[src/rtl/stream_fifo_flow_pipe.sv]
// Valid/ready stream FIFO with register storage, optional empty bypass (FLOW)
// and optional full pass-through (PIPE), plus occupancy, threshold flags and flush.
module stream_fifo_flow_pipe #(
  parameter int DATA_WIDTH    = 32,
  parameter int FIFO_DEPTH    = 4,
  parameter int FLOW          = 1,
  parameter int PIPE          = 0,
  parameter int AFULL_THRESH  = FIFO_DEPTH - 1,
  parameter int AEMPTY_THRESH = 1,
  localparam int CW           = $clog2(FIFO_DEPTH + 1)
) (
  input  logic                  clk,
  input  logic                  rst_n,
  input  logic                  flush_i,
  input  logic                  w_valid_i,
  output logic                  w_ready_o,
  input  logic [DATA_WIDTH-1:0] w_data_i,
  output logic                  r_valid_o,
  input  logic                  r_ready_i,
  output logic [DATA_WIDTH-1:0] r_data_o,
  output logic [CW-1:0]         count_o,
  output logic                  almost_full_o,
  output logic                  almost_empty_o
);

  // Handshake: a beat transfers on a side in any cycle where valid && ready
  // at the rising edge; valid never waits on ready, ready never looks at w_valid_i.

  localparam int PW = (FIFO_DEPTH > 1) ? $clog2(FIFO_DEPTH) : 1;
  localparam logic FLOW_EN = (FLOW != 0);
  localparam logic PIPE_EN = (PIPE != 0);
  localparam logic [PW-1:0] LAST_IDX = PW'(FIFO_DEPTH - 1);
  localparam logic [31:0]   AF_T = 32'(AFULL_THRESH);
  localparam logic [31:0]   AE_T = 32'(AEMPTY_THRESH);

  logic [DATA_WIDTH-1:0] mem [FIFO_DEPTH];
  logic [PW-1:0]         wr_ptr;
  logic [PW-1:0]         rd_ptr;
  logic [CW-1:0]         count_q;

  logic empty;
  logic full;
  logic fire_w;
  logic fire_r;
  logic push;
  logic pop;
  logic [PW-1:0] wr_ptr_nxt;
  logic [PW-1:0] rd_ptr_nxt;
  logic [31:0]   count_ext;

  assign empty = (count_q == '0);
  assign full  = (count_q == CW'(FIFO_DEPTH));

  assign w_ready_o = !flush_i && (!full || (PIPE_EN && r_ready_i));
  assign r_valid_o = !flush_i && (!empty || (FLOW_EN && w_valid_i));
  assign r_data_o  = (FLOW_EN && empty) ? w_data_i : mem[rd_ptr];

  assign fire_w = w_valid_i && w_ready_o;
  assign fire_r = r_valid_o && r_ready_i;
  // A beat consumed straight through the bypass is never written to storage.
  assign push   = fire_w && !(FLOW_EN && empty && r_ready_i);
  assign pop    = fire_r && !empty;

  // Explicit wrap so non-power-of-two depths cycle correctly.
  assign wr_ptr_nxt = (wr_ptr == LAST_IDX) ? '0 : wr_ptr + 1'b1;
  assign rd_ptr_nxt = (rd_ptr == LAST_IDX) ? '0 : rd_ptr + 1'b1;

  always_ff @(posedge clk) begin
    if (push) begin
      mem[wr_ptr] <= w_data_i;
    end
  end

  always_ff @(posedge clk or negedge rst_n) begin
    if (!rst_n) begin
      wr_ptr  <= '0;
      rd_ptr  <= '0;
      count_q <= '0;
    end else if (flush_i) begin
      wr_ptr  <= '0;
      rd_ptr  <= '0;
      count_q <= '0;
    end else begin
      if (push) begin
        wr_ptr <= wr_ptr_nxt;
      end
      if (pop) begin
        rd_ptr <= rd_ptr_nxt;
      end
      case ({push, pop})
        2'b10:   count_q <= count_q + 1'b1;
        2'b01:   count_q <= count_q - 1'b1;
        default: count_q <= count_q;
      endcase
    end
  end

  assign count_ext      = {{(32 - CW){1'b0}}, count_q};
  assign count_o        = count_q;
  assign almost_full_o  = (count_ext >= AF_T);
  assign almost_empty_o = (count_ext <= AE_T);

endmodule

[config.mk]
export PLATFORM = sky130hd
export DESIGN_NAME = stream_fifo_flow_pipe
export DESIGN_NICKNAME = d
export VERILOG_FILES = /design/src/rtl/stream_fifo_flow_pipe.sv
export SDC_FILE = /design/constraint.sdc
export NUM_CORES = 1
export LEC_CHECK = 0
export ABC_AREA = 1
export BUFFER_PORTS_ARGS = -buffer_cell sky130_fd_sc_hd__buf_2
export CORE_ASPECT_RATIO = 0.7
export CORE_MARGIN = 2
export CORE_UTILIZATION = 25
export CTS_CLUSTER_DIAMETER = 200
export DETAILED_ROUTE_END_ITERATION = 7
export REMOVE_ABC_BUFFERS = 1
export SYNTH_ARGS = -nofsm -noshare
export SYNTH_HDL_FRONTEND = slang
export SYNTH_SLANG_ARGS = --single-unit
[constraint.sdc]
create_clock -name clk -period 7.2 [get_ports clk]
set_input_delay 1.44 -clock clk [delete_from_list [all_inputs] [get_ports clk]]
set_output_delay 1.44 -clock clk [all_outputs]
set_load 0.01 [all_outputs]
==> metrics, run 1 <==
number of global-route vias before repair=3535; number of instances in the synthesized netlist=493; netlist area before placement=5770 µm²; sequential element share of the synthesized area=69.7%; largest net degree at the start of global routing=67; count of buffers from port buffering=75; Setup WS pre-CTS=3.26 ns; total wire length=13.0 mm; Gates resized, CTS repair=0; Congestion Overflow GR=0; critical path endpoint category=output port; mean routed wirelength per cell=14.7 µm; Root Buffer Master=sky130_fd_sc_hd__clkbuf_16; leakage power summed over all cells=0.00250 µW; starting density of the core=25.5%; chip height=131 µm; full die area=24300 µm²; final-report hold violation count=0; mean instance size in the synthesized netlist=11.7 µm²; first-pass GRT wire length=20.0 mm; die boundary width=186 µm; number of max-cap violations=0; GR Util All Layers=11.0%; count of final setup violators=0; number of design rule violations left after detail routing=0; Distinct cells, synth=26; sw power=846 µW; slew margin rel.=18.5%; largest fanout on the critical path=34; time the worst path needs with I/O delays and setup=4.25 ns; total number of vias=3699; clk sinks=135; maximum clock skew at final layout=0.00718 ns; hold buffers post-CTS=0; number of H-tree levels=4; Area growth, synth to finish=20.5%; Internal Pwr Total=1670 µW; switching share of total power=33.6%; setup tns final=0 ns; floorplan core area=22600 µm²; post-detailed-route count of antenna-violating nets=0; unrepaired setup endpoints after global routing=no; Post CTS Setup Buffer Count=0; Syn. warnings=0; Detailed Routing Iterations Pass 1=6; result of the run=finished clean; clock tree from TritonCTS=done; detailed-placement wirelength estimate=7.68 mm; final RePlAce weighted congestion=0.743; Final Max Tran Viols=0; Crit Path Category=reg2out; number of standard-cell rows in the floorplan=46; minimum hold slack=0.586 ns; setup ws final=2.95 ns; data arrival time of the critical path=2.81 ns; number of placed instances, taps included=853; clk slew on worst S/H paths=0.06 ns; share of total power in combinational logic=29.6%; portion of total power attributed to the clock network=32.5%; Ports=76; count of non-filler cells in the finished layout=886; sequential power share=37.9%; fin crit share=59.0%; path category of the worst min-delay check=reg2reg; count of nets after finishing=607; PwrDens=362 nW/µm²; clock latency on the worst-skew pair=0.40 ns; detail-routed via count per cell=4.17; initial antenna violation count=1; share of cells above drive strength 1=21.1%; TritonCTS buffer count=17; worst vdd ir=0.000186 V; required time worst endpoint=5.76 ns; post-synthesis register bit count=135; Least-Margin Pin Slew=1.22 ns; Max Clk Rate=235 MHz; DR iter-0 viols=176; startpoint types=register; buffer levels on the longest clock path=2
-- kinds of logic after synthesis --
| kind of cell | count (synthesis) | synth area share (%) |
|---|---|---|
| adder cells (fa/ha/maj) | 10 | 2.17 |
| AND/OR/NAND/NOR | 198 | 13.8 |
| AO/OA/AOI/OAI | 104 | 9.79 |
| buffers and inverters | 45 | 4.45 |
| flip-flops | 135 | 69.7 |
| XOR/XNOR | 1 | 0.152 |
-- stage by stage --
| stage | total power (µW) | cell area [µm²] | util (%) |
|---|---|---|---|
| global route | 2680 | 6940 | 30.7 |
| CTS | 2550 | 6940 | 30.7 |
| global placement | 1720 | 6380 | 28.2 |
| finish | 2520 | 6950 | 30.7 |
| detailed placement | 1730 | 6380 | 28.2 |
| floorplan | 1410 | 5570 | - |
-- layer usage --
layer | up-vias | wire length, µm | track usage (%)
li1 | 1879 | - | -
met1 | 1733 | 6690 | 15.5
met2 | 80 | 5680 | 16.5
met3 | 7 | 567 | 3.09
met4 | 0 | 85 | 3.20
met5 | - | 0 | 0
-- cell usage after synthesis (all sizes together) --
| master | n | area [µm²] |
|---|---|---|
| buf | 18 | 154 |
| clkbuf | 10 | 38.8 |
| o22ai | 2 | 12.5 |
| edfxtp | 128 | 3840 |
| inv | 17 | 63.8 |
| a31oi | 31 | 194 |
| nand2 | 21 | 91.3 |
| nand4 | 4 | 31.3 |
| nor2 | 166 | 626 |
| dfrtp | 7 | 175 |
| o21ai | 69 | 345 |
| a21oi | 1 | 5.00 |
| nand3 | 7 | 45.0 |
| xor2 | 1 | 8.76 |
| o31ai | 1 | 7.51 |
| ha | 10 | 125 |
-- layout by cell type, fill, tap and decap left out, drive strengths merged --
master and count:
o21ai 69, buf 76, o22ai 2, inv 17, a31oi 31, nand3 7
diode 1, nand2 21, dfrtp 7, nor2 166, ha 10, edfxtp 128
clkinvlp 3, bufinv 2, xor2 1, clkinv 9, clkbuf 18, nand4 4
o31ai 1, a21oi 1
-- power by group through the flow --
stage	Sequential (µW)	Clock [µW]	Combinational (µW)
2_1_floorplan	985	0	425
3_3_place_gp	968	0	753
3_5_place_dp	970	0	759
4_1_cts	954	835	763
5_1_grt	959	875	841
6_report	953	818	746
-- cell type report --
class	instances	area, µm²
fillers	2283	15700
flip-flops and latches	135	4020
multi-input cells	313	1520
clock buffers	18	429
well taps	312	390
repair buffers	76	383
clock inverters	14	135
inverters	17	63.8
diodes	1	2.50
-- registers in the layout (all words and copies together), names as in the netlist --
| signal | cells |
|---|---|
| count_o | 3 |
| mem | 128 |
| rd_ptr | 2 |
| wr_ptr | 2 |
-- critical path: stages, from the launching register on --
cell and delay (ns):
sky130_fd_sc_hd__dfrtp_2 0.81, sky130_fd_sc_hd__inv_1 0.75, sky130_fd_sc_hd__nor2_1 0.25, sky130_fd_sc_hd__o21ai_0 0.15, sky130_fd_sc_hd__a31oi_1 0.25, sky130_fd_sc_hd__buf_2 0.19
-- final timing paths --
path                                     endpoint                    from  cells after the start  slack (ns)
setup / recovery                     r_data_o[16]   rd_ptr[1]$_DFFE_PN0P_                      5        2.95
hold / removal             count_o[1]$_DFFE_PN0P_  count_o[1]$_DFFE_PN0P_                      2        0.59
setup reg to reg             mem[3][16]$_DFFE_PP_  count_o[0]$_DFFE_PN0P_                      7        4.60
hold reg to reg            count_o[1]$_DFFE_PN0P_  count_o[1]$_DFFE_PN0P_                      2        0.59
max in group asynchronous   rd_ptr[0]$_DFFE_PN0P_                   rst_n                      1        6.15
min in group asynchronous  count_o[1]$_DFFE_PN0P_                   rst_n                      1        0.87
(Power assumes the default switching activity.)
==> run 2: changes to the inputs <==
--- a/config.mk
+++ b/config.mk
@@ -5,7 +5,7 @@
 export SDC_FILE = /design/constraint.sdc
 export NUM_CORES = 1
 export LEC_CHECK = 0
-export ABC_AREA = 1
+export ABC_AREA = 0
 export BUFFER_PORTS_ARGS = -buffer_cell sky130_fd_sc_hd__buf_2
 export CORE_ASPECT_RATIO = 0.7
 export CORE_MARGIN = 2
==> constraint.sdc (replaced) <==
create_clock -name clk -period 4.2 [get_ports clk]
set_input_delay 0.84 -clock clk [delete_from_list [all_inputs] [get_ports clk]]
set_output_delay 0.84 -clock clk [all_outputs]
set_load 0.01 [all_outputs]
==> metrics, run 2 <==
flip-flop count of the largest register after layout=128 (unchanged); Post CTS Setup Buffer Count=0 (unchanged); Root Buffer Master=sky130_fd_sc_hd__clkbuf_16; initial antenna violation count=0 (-1); GR Util All Layers=9.81% (-1.2 points); leading cell type by number of instances after synthesis=sky130_fd_sc_hd__edfxtp_1; time the worst path needs with I/O delays and setup=3.45 ns; leakage power summed over all cells=0.00246 µW (-1.6%); post-synthesis register bit count=135 (unchanged); final-report hold violation count=0 (unchanged); clock tree from TritonCTS=done; data arrival time of the critical path=2.61 ns (-0.20 ns); Least-Margin Pin Slew=0.974 ns (-0.248 ns); count of final setup violators=0 (unchanged); fraction of registers with async set or reset after synthesis=5.19% (unchanged); hold buffers post-CTS=0 (unchanged); Top FF cell, synth=sky130_fd_sc_hd__edfxtp_1; netlist area before placement=5750 µm² (-0.22%); Syn. warnings=0 (unchanged); depth of the most critical reg-to-reg path=5 (-2); number of design rule violations left after detail routing=0 (unchanged); Max Clk Rate=290 MHz; number of standard-cell rows in the floorplan=46 (unchanged); Congestion Overflow GR=0 (unchanged); Area growth, synth to finish=22.3%; highest-count cells in the layout ignoring fill and taps=sky130_fd_sc_hd__edfxtp_1 (128), sky130_fd_sc_hd__buf_2 (75), sky130_fd_sc_hd__mux4_2 (28), sky130_fd_sc_hd__mux2_4 (28), sky130_fd_sc_hd__clkbuf_16 (17); PwrDens=639 nW/µm² (+76%); Ports=76 (unchanged); first-pass GRT wire length=17.1 mm (-15%); mean routed wirelength per cell=16.5 µm (+12%); area share of the largest cell type after synthesis=66.8% (+0.14 points); fin crit share=82.1%; Gates resized, CTS repair=0 (unchanged); path category of the worst min-delay check=in2async; slew margin rel.=35.1% (+17 points); number of global-route vias before repair=2984 (-16%); count of nets after finishing=405 (-33%); total number of vias=2853 (-23%); Detailed Routing Iterations Pass 1=4 (-2); post-detailed-route count of antenna-violating nets=0 (unchanged); clk slew on worst S/H paths=0.06 ns (about the same); startpoint types=register; share of cells above drive strength 1=47.7% (+27 points); unrepaired setup endpoints after global routing=no; total wire length=11.3 mm (-13%); result of the run=finished clean; number of max-cap violations=0 (unchanged); fill cell count=2206 (-3.4%); TritonCTS buffer count=17 (unchanged); floorplan core area=22600 µm² (unchanged); most common cell after layout, fill and taps aside=sky130_fd_sc_hd__edfxtp_1; sequential element share of the synthesized area=69.8% (+0.15 points); final RePlAce weighted congestion=0.742 (-0.16%); DR iter-0 viols=211 (+20%); buffer levels on the longest clock path=2 (unchanged); Post-Place Cell Area=6450 µm² (+1.1%); final core utilization=31.1% (+0.40 points); clk sinks=135 (unchanged); largest fanout on the critical path=13 (-62%); clock latency on the worst-skew pair=0.42 ns (+0.02 ns); biggest area contributors in the synthesized netlist=sky130_fd_sc_hd__edfxtp_1 (67%), sky130_fd_sc_hd__mux4_2 (11%), sky130_fd_sc_hd__mux2_4 (7.3%), sky130_fd_sc_hd__dfrtp_1 (3.0%), sky130_fd_sc_hd__ha_1 (2.2%); number of H-tree levels=4 (unchanged); register bank with the most flops=mem; Final Max Tran Viols=0 (unchanged); detail-routed via count per cell=4.18 (about the same); required time worst endpoint=3.36 ns (-2.40 ns); detailed-placement wirelength estimate=6.99 mm (-9.0%); list of most frequent post-synthesis cells=sky130_fd_sc_hd__edfxtp_1 (128), sky130_fd_sc_hd__mux2_4 (28), sky130_fd_sc_hd__mux4_2 (28); count of buffers from port buffering=75 (unchanged); number of instances in the synthesized netlist=276 (-44%); mean instance size in the synthesized netlist=20.8 µm² (+78%); chip height=131 µm (-0.11%); maximum clock skew at final layout=0.0173 ns (+0.0101 ns); Distinct cells, synth=33 (+27%); worst vdd ir=0.000430 V (+130%); number of antenna cells inserted=0 (-1); cell accounting for the most synthesized area=sky130_fd_sc_hd__edfxtp_1; post-layout instance area=7040 µm² (+1.3%); EDFF count, synth=128 (unchanged); full die area=24300 µm² (-0.21%); starting density of the core=25.4% (-0.055 points); die boundary width=185 µm (-0.11%); setup tns final=0 ns (unchanged); Crit Path Category=reg2out; largest net degree at the start of global routing=35 (-48%); critical path endpoint category=output port
## run 2: changes by cell type in the layout (fill, tap and decap cells not counted), moves of 5 or more
cell | before | now
sky130_fd_sc_hd__nor2_1 | 161 | 6
sky130_fd_sc_hd__o21ai_0 | 65 | 3
sky130_fd_sc_hd__a31oi_1 | 31 | 2
sky130_fd_sc_hd__mux2_4 | 0 | 28
sky130_fd_sc_hd__mux4_2 | 0 | 28
sky130_fd_sc_hd__nand2_1 | 18 | 4
sky130_fd_sc_hd__mux2_2 | 0 | 5
## run 2: cells by family after synthesis
family	Yosys count	synth area share (%)
buffers and inverters	25	2.54
muxes	66	21.2
DFF	135	69.8
xor gates and xnor gates	2	0.304
AOI/OAI and AO/OA	18	2.00
adders and majority gates	10	2.17
and+or+nand+nor	20	1.89
## run 2: final cells by class
type                            instances  area, µm²  area share [%]
Clock inverter                         12        153            2.17
Timing Repair Buffer                   79        405            5.76
Sequential cell                       135       4020            57.1
Clock buffer                           20        437            6.21
Inverter                                9       33.8           0.480
Multi-Input combinational cell        116       1600            22.7
Tap cell                              312        390            5.55
## run 2: where the power goes
part | total, µW | switching [µW] | internal [µW]
clock network | 1480 | 552 | 932
logic | 1380 | 652 | 725
registers | 1640 | 85.8 | 1550
## run 2: per-stage QoR
step / worst slack, ns / total power, µW / cells / hold WS [ns]
floorplan: 0.847 / 2630 / 260 / 0.544
global placement: 1.22 / 3060 / 651 / 0.581
detailed placement: 1.12 / 3080 / 651 / 0.620
CTS: 0.683 / 4570 / 683 / 0.234
global route: 0.585 / 4720 / 683 / 0.240
finish: 0.752 / 4500 / 683 / 0.248
## run 2: final timing paths
check,from,end,slack [ns]
max,count_o[1]$_DFFE_PN0P_,r_data_o[27],0.75
min,rst_n,count_o[0]$_DFFE_PN0P_,0.25
max reg2reg,count_o[1]$_DFFE_PN0P_,mem[0][10]$_DFFE_PP_,1.57
min reg2reg,wr_ptr[0]$_DFFE_PN0P_,wr_ptr[0]$_DFFE_PN0P_,0.63
max in group asynchronous,rst_n,rd_ptr[0]$_DFFE_PN0P_,3.76
min in group clk,wr_ptr[0]$_DFFE_PN0P_,wr_ptr[0]$_DFFE_PN0P_,0.63
## run 2: worst max-delay path: stages (launching register included)
cell and delay [ns]:
sky130_fd_sc_hd__dfrtp_1 0.46, sky130_fd_sc_hd__inv_1 0.14, sky130_fd_sc_hd__ha_1 0.32, sky130_fd_sc_hd__nand2b_2 0.40, sky130_fd_sc_hd__buf_4 0.39, sky130_fd_sc_hd__mux2_4 0.34
sky130_fd_sc_hd__buf_2 0.14
## run 2: routing by layer
| metal | wire length (µm) | track usage (%) |
|---|---|---|
| met3 | 680 | 3.35 |
| met4 | 45 | 2.94 |
| met1 | 5210 | 12.8 |
| met2 | 5360 | 15.5 |
| met5 | 0 | 0 |
==> run 3: changes to the inputs <==
==> constraint.sdc (replaced) <==
create_clock -name clk -period 2.8 [get_ports clk]
set_input_delay 0.56 -clock clk [delete_from_list [all_inputs] [get_ports clk]]
set_output_delay 0.56 -clock clk [all_outputs]
set_load 0.01 [all_outputs]
==> metrics, run 3 (same netlist as run 2, synthesis figures left out) <==
Ports=76 (unchanged); clk slew on worst S/H paths=0.06 ns (about the same); required time worst endpoint=2.24 ns (-1.12 ns); count of nets after finishing=416 (+2.7%); number of H-tree levels=4 (unchanged); TritonCTS buffer count=17 (unchanged); Root Buffer Master=sky130_fd_sc_hd__clkbuf_16; count of final setup violators=0 (unchanged); critical path endpoint category=output port; initial antenna violation count=0 (unchanged); largest net degree at the start of global routing=35 (unchanged); count of buffers from port buffering=75 (unchanged); share of cells above drive strength 1=49.1% (+1.4 points); starting density of the core=25.4% (unchanged); Congestion Overflow GR=0 (unchanged); detailed-placement wirelength estimate=7.14 mm (+2.0%); startpoint types=register; Area growth, synth to finish=23.5%; full die area=24300 µm² (unchanged); GR Util All Layers=9.80% (-0.014 points); Final Max Tran Viols=0 (unchanged); largest fanout on the critical path=25 (+12); depth of the most critical reg-to-reg path=6 (+1); floorplan core area=22600 µm² (unchanged); die boundary width=185 µm (unchanged); PwrDens=935 nW/µm² (+46%); mean routed wirelength per cell=16.1 µm (-2.6%); setup ws final=0.131 ns (-0.621 ns); clk sinks=135 (unchanged); Overall Power=6650 µW (+48%); detail-routed via count per cell=4.12 (-1.3%); Setup WS pre-CTS=0.402 ns (-0.722 ns); result of the run=finished clean; Detailed Routing Iterations Pass 1=4 (unchanged); maximum clock skew at final layout=0.00809 ns (-0.00919 ns); slew margin rel.=65.2% (+30 points); highest-count cells in the layout ignoring fill and taps=sky130_fd_sc_hd__edfxtp_1 (128), sky130_fd_sc_hd__buf_2 (75), sky130_fd_sc_hd__mux4_2 (28), sky130_fd_sc_hd__mux2_4 (28), sky130_fd_sc_hd__clkbuf_16 (17); most common cell after layout, fill and taps aside=sky130_fd_sc_hd__edfxtp_1; post-layout instance area=7110 µm² (+1.0%); flip-flop count of the largest register after layout=128 (unchanged); minimum hold slack=0.380 ns (+0.133 ns); Max Clk Rate=375 MHz; leakage power summed over all cells=0.00251 µW (+2.0%); clock latency on the worst-skew pair=0.41 ns (about the same); time the worst path needs with I/O delays and setup=2.67 ns; buffer levels on the longest clock path=2 (unchanged); data arrival time of the critical path=2.11 ns (-0.50 ns); unrepaired setup endpoints after global routing=no; chip height=131 µm (unchanged); number of max-cap violations=0 (unchanged); worst hold stages=1; setup tns final=0 ns (unchanged); post-detailed-route count of antenna-violating nets=0 (unchanged); final RePlAce weighted congestion=0.707 (-4.7%); worst vdd ir=0.000386 V (-10%); clock tree from TritonCTS=done; total wire length=11.2 mm (-1.2%); first-pass GRT wire length=17.2 mm (+0.77%); number of design rule violations left after detail routing=0 (unchanged); number of standard-cell rows in the floorplan=46 (unchanged); DR iter-0 viols=130 (-38%); number of global-route vias before repair=3101 (+3.9%); path category of the worst min-delay check=in2reg; register bank with the most flops=mem; final-report hold violation count=0 (unchanged); number of antenna cells inserted=0 (unchanged); fin crit share=95.3%; Post-Place Cell Area=6530 µm² (+1.3%); Least-Margin Pin Slew=0.521 ns (-0.453 ns); total number of vias=2857 (+0.14%); Crit Path Category=reg2out
[run 3: cell count changes in the layout (fill, tap and decap cells not counted), moves of 2 or more]
cell | before | now
sky130_fd_sc_hd__buf_12 | 0 | 2
sky130_fd_sc_hd__buf_4 | 4 | 12
sky130_fd_sc_hd__clkinv_1 | 1 | 4
sky130_fd_sc_hd__clkinv_2 | 2 | 4
sky130_fd_sc_hd__clkinvlp_4 | 3 | 1
sky130_fd_sc_hd__dfrtp_1 | 5 | 3
[run 3: where the power goes]
| part | internal (µW) | switching, µW | total, µW |
|---|---|---|---|
| registers | 2330 | 100 | 2430 |
| logic | 1160 | 985 | 2140 |
| clock network | 1290 | 789 | 2070 |
[run 3: timing repair]
| action | in CTS | in global routing |
|---|---|---|
| endpoints found under the hold margin | 7 | 0 |
| setup buffers | 2 | 0 |
| endpoints found under the setup margin | 32 | 32 |
| hold buffers | 1 | 0 |
| resized for setup | 3 | 1 |
| pin swaps | 0 | 0 |
[run 3: per-stage QoR]
step | utilization [%] | cells
3_3_place_gp | 28.9 | 659
2_1_floorplan | - | 260
3_5_place_dp | 28.9 | 659
5_1_grt | 31.4 | 693
6_report | 31.4 | 693
4_1_cts | 31.4 | 693
[run 3: path summary, 6_finish.rpt]
check / slack (ns) / end / startpoint
worst max-delay path: 0.13 / r_data_o[23] / count_o[1]$_DFFE_PN0P_
worst min-delay path: 0.38 / mem[2][17]$_DFFE_PP_ / w_data_i[17]
worst max register to register: 0.72 / mem[2][21]$_DFFE_PP_ / count_o[0]$_DFFE_PN0P_
worst min register to register: 0.62 / wr_ptr[1]$_DFFE_PN0P_ / wr_ptr[1]$_DFFE_PN0P_
max in group asynchronous: 2.09 / rd_ptr[1]$_DFFE_PN0P_ / rst_n
min in group asynchronous: 0.52 / count_o[2]$_DFFE_PN0P_ / rst_n
[run 3: critical path, stage by stage, from the launching register on]
cell                       delay, ns
sky130_fd_sc_hd__dfrtp_2        0.45
sky130_fd_sc_hd__inv_1          0.15
sky130_fd_sc_hd__ha_2           0.31
sky130_fd_sc_hd__nand2b_2       0.12
sky130_fd_sc_hd__buf_12         0.20
sky130_fd_sc_hd__mux2_4         0.33
sky130_fd_sc_hd__buf_2          0.14
[run 3: area by class of cell]
type	instances	area [µm²]
fill	2196	15500
tap	312	390
timing repair buffer	90	515
inverter	9	33.8
multi-input combinational	116	1600
clock buffer	19	433
clock inverter	12	111
sequential	135	4030
[run 3: layer usage]
| metal | wire (µm) | vias up | share of wire (%) | track usage (%) |
|---|---|---|---|---|
| li1 | - | 1309 | - | - |
| met1 | 5200 | 1471 | 47 | 12.1 |
| met2 | 5310 | 62 | 48 | 16.2 |
| met3 | 497 | 15 | 4.5 | 3.05 |
| met4 | 154 | 0 | 1.4 | 3.78 |
| met5 | 0 | - | 0 | 0 |
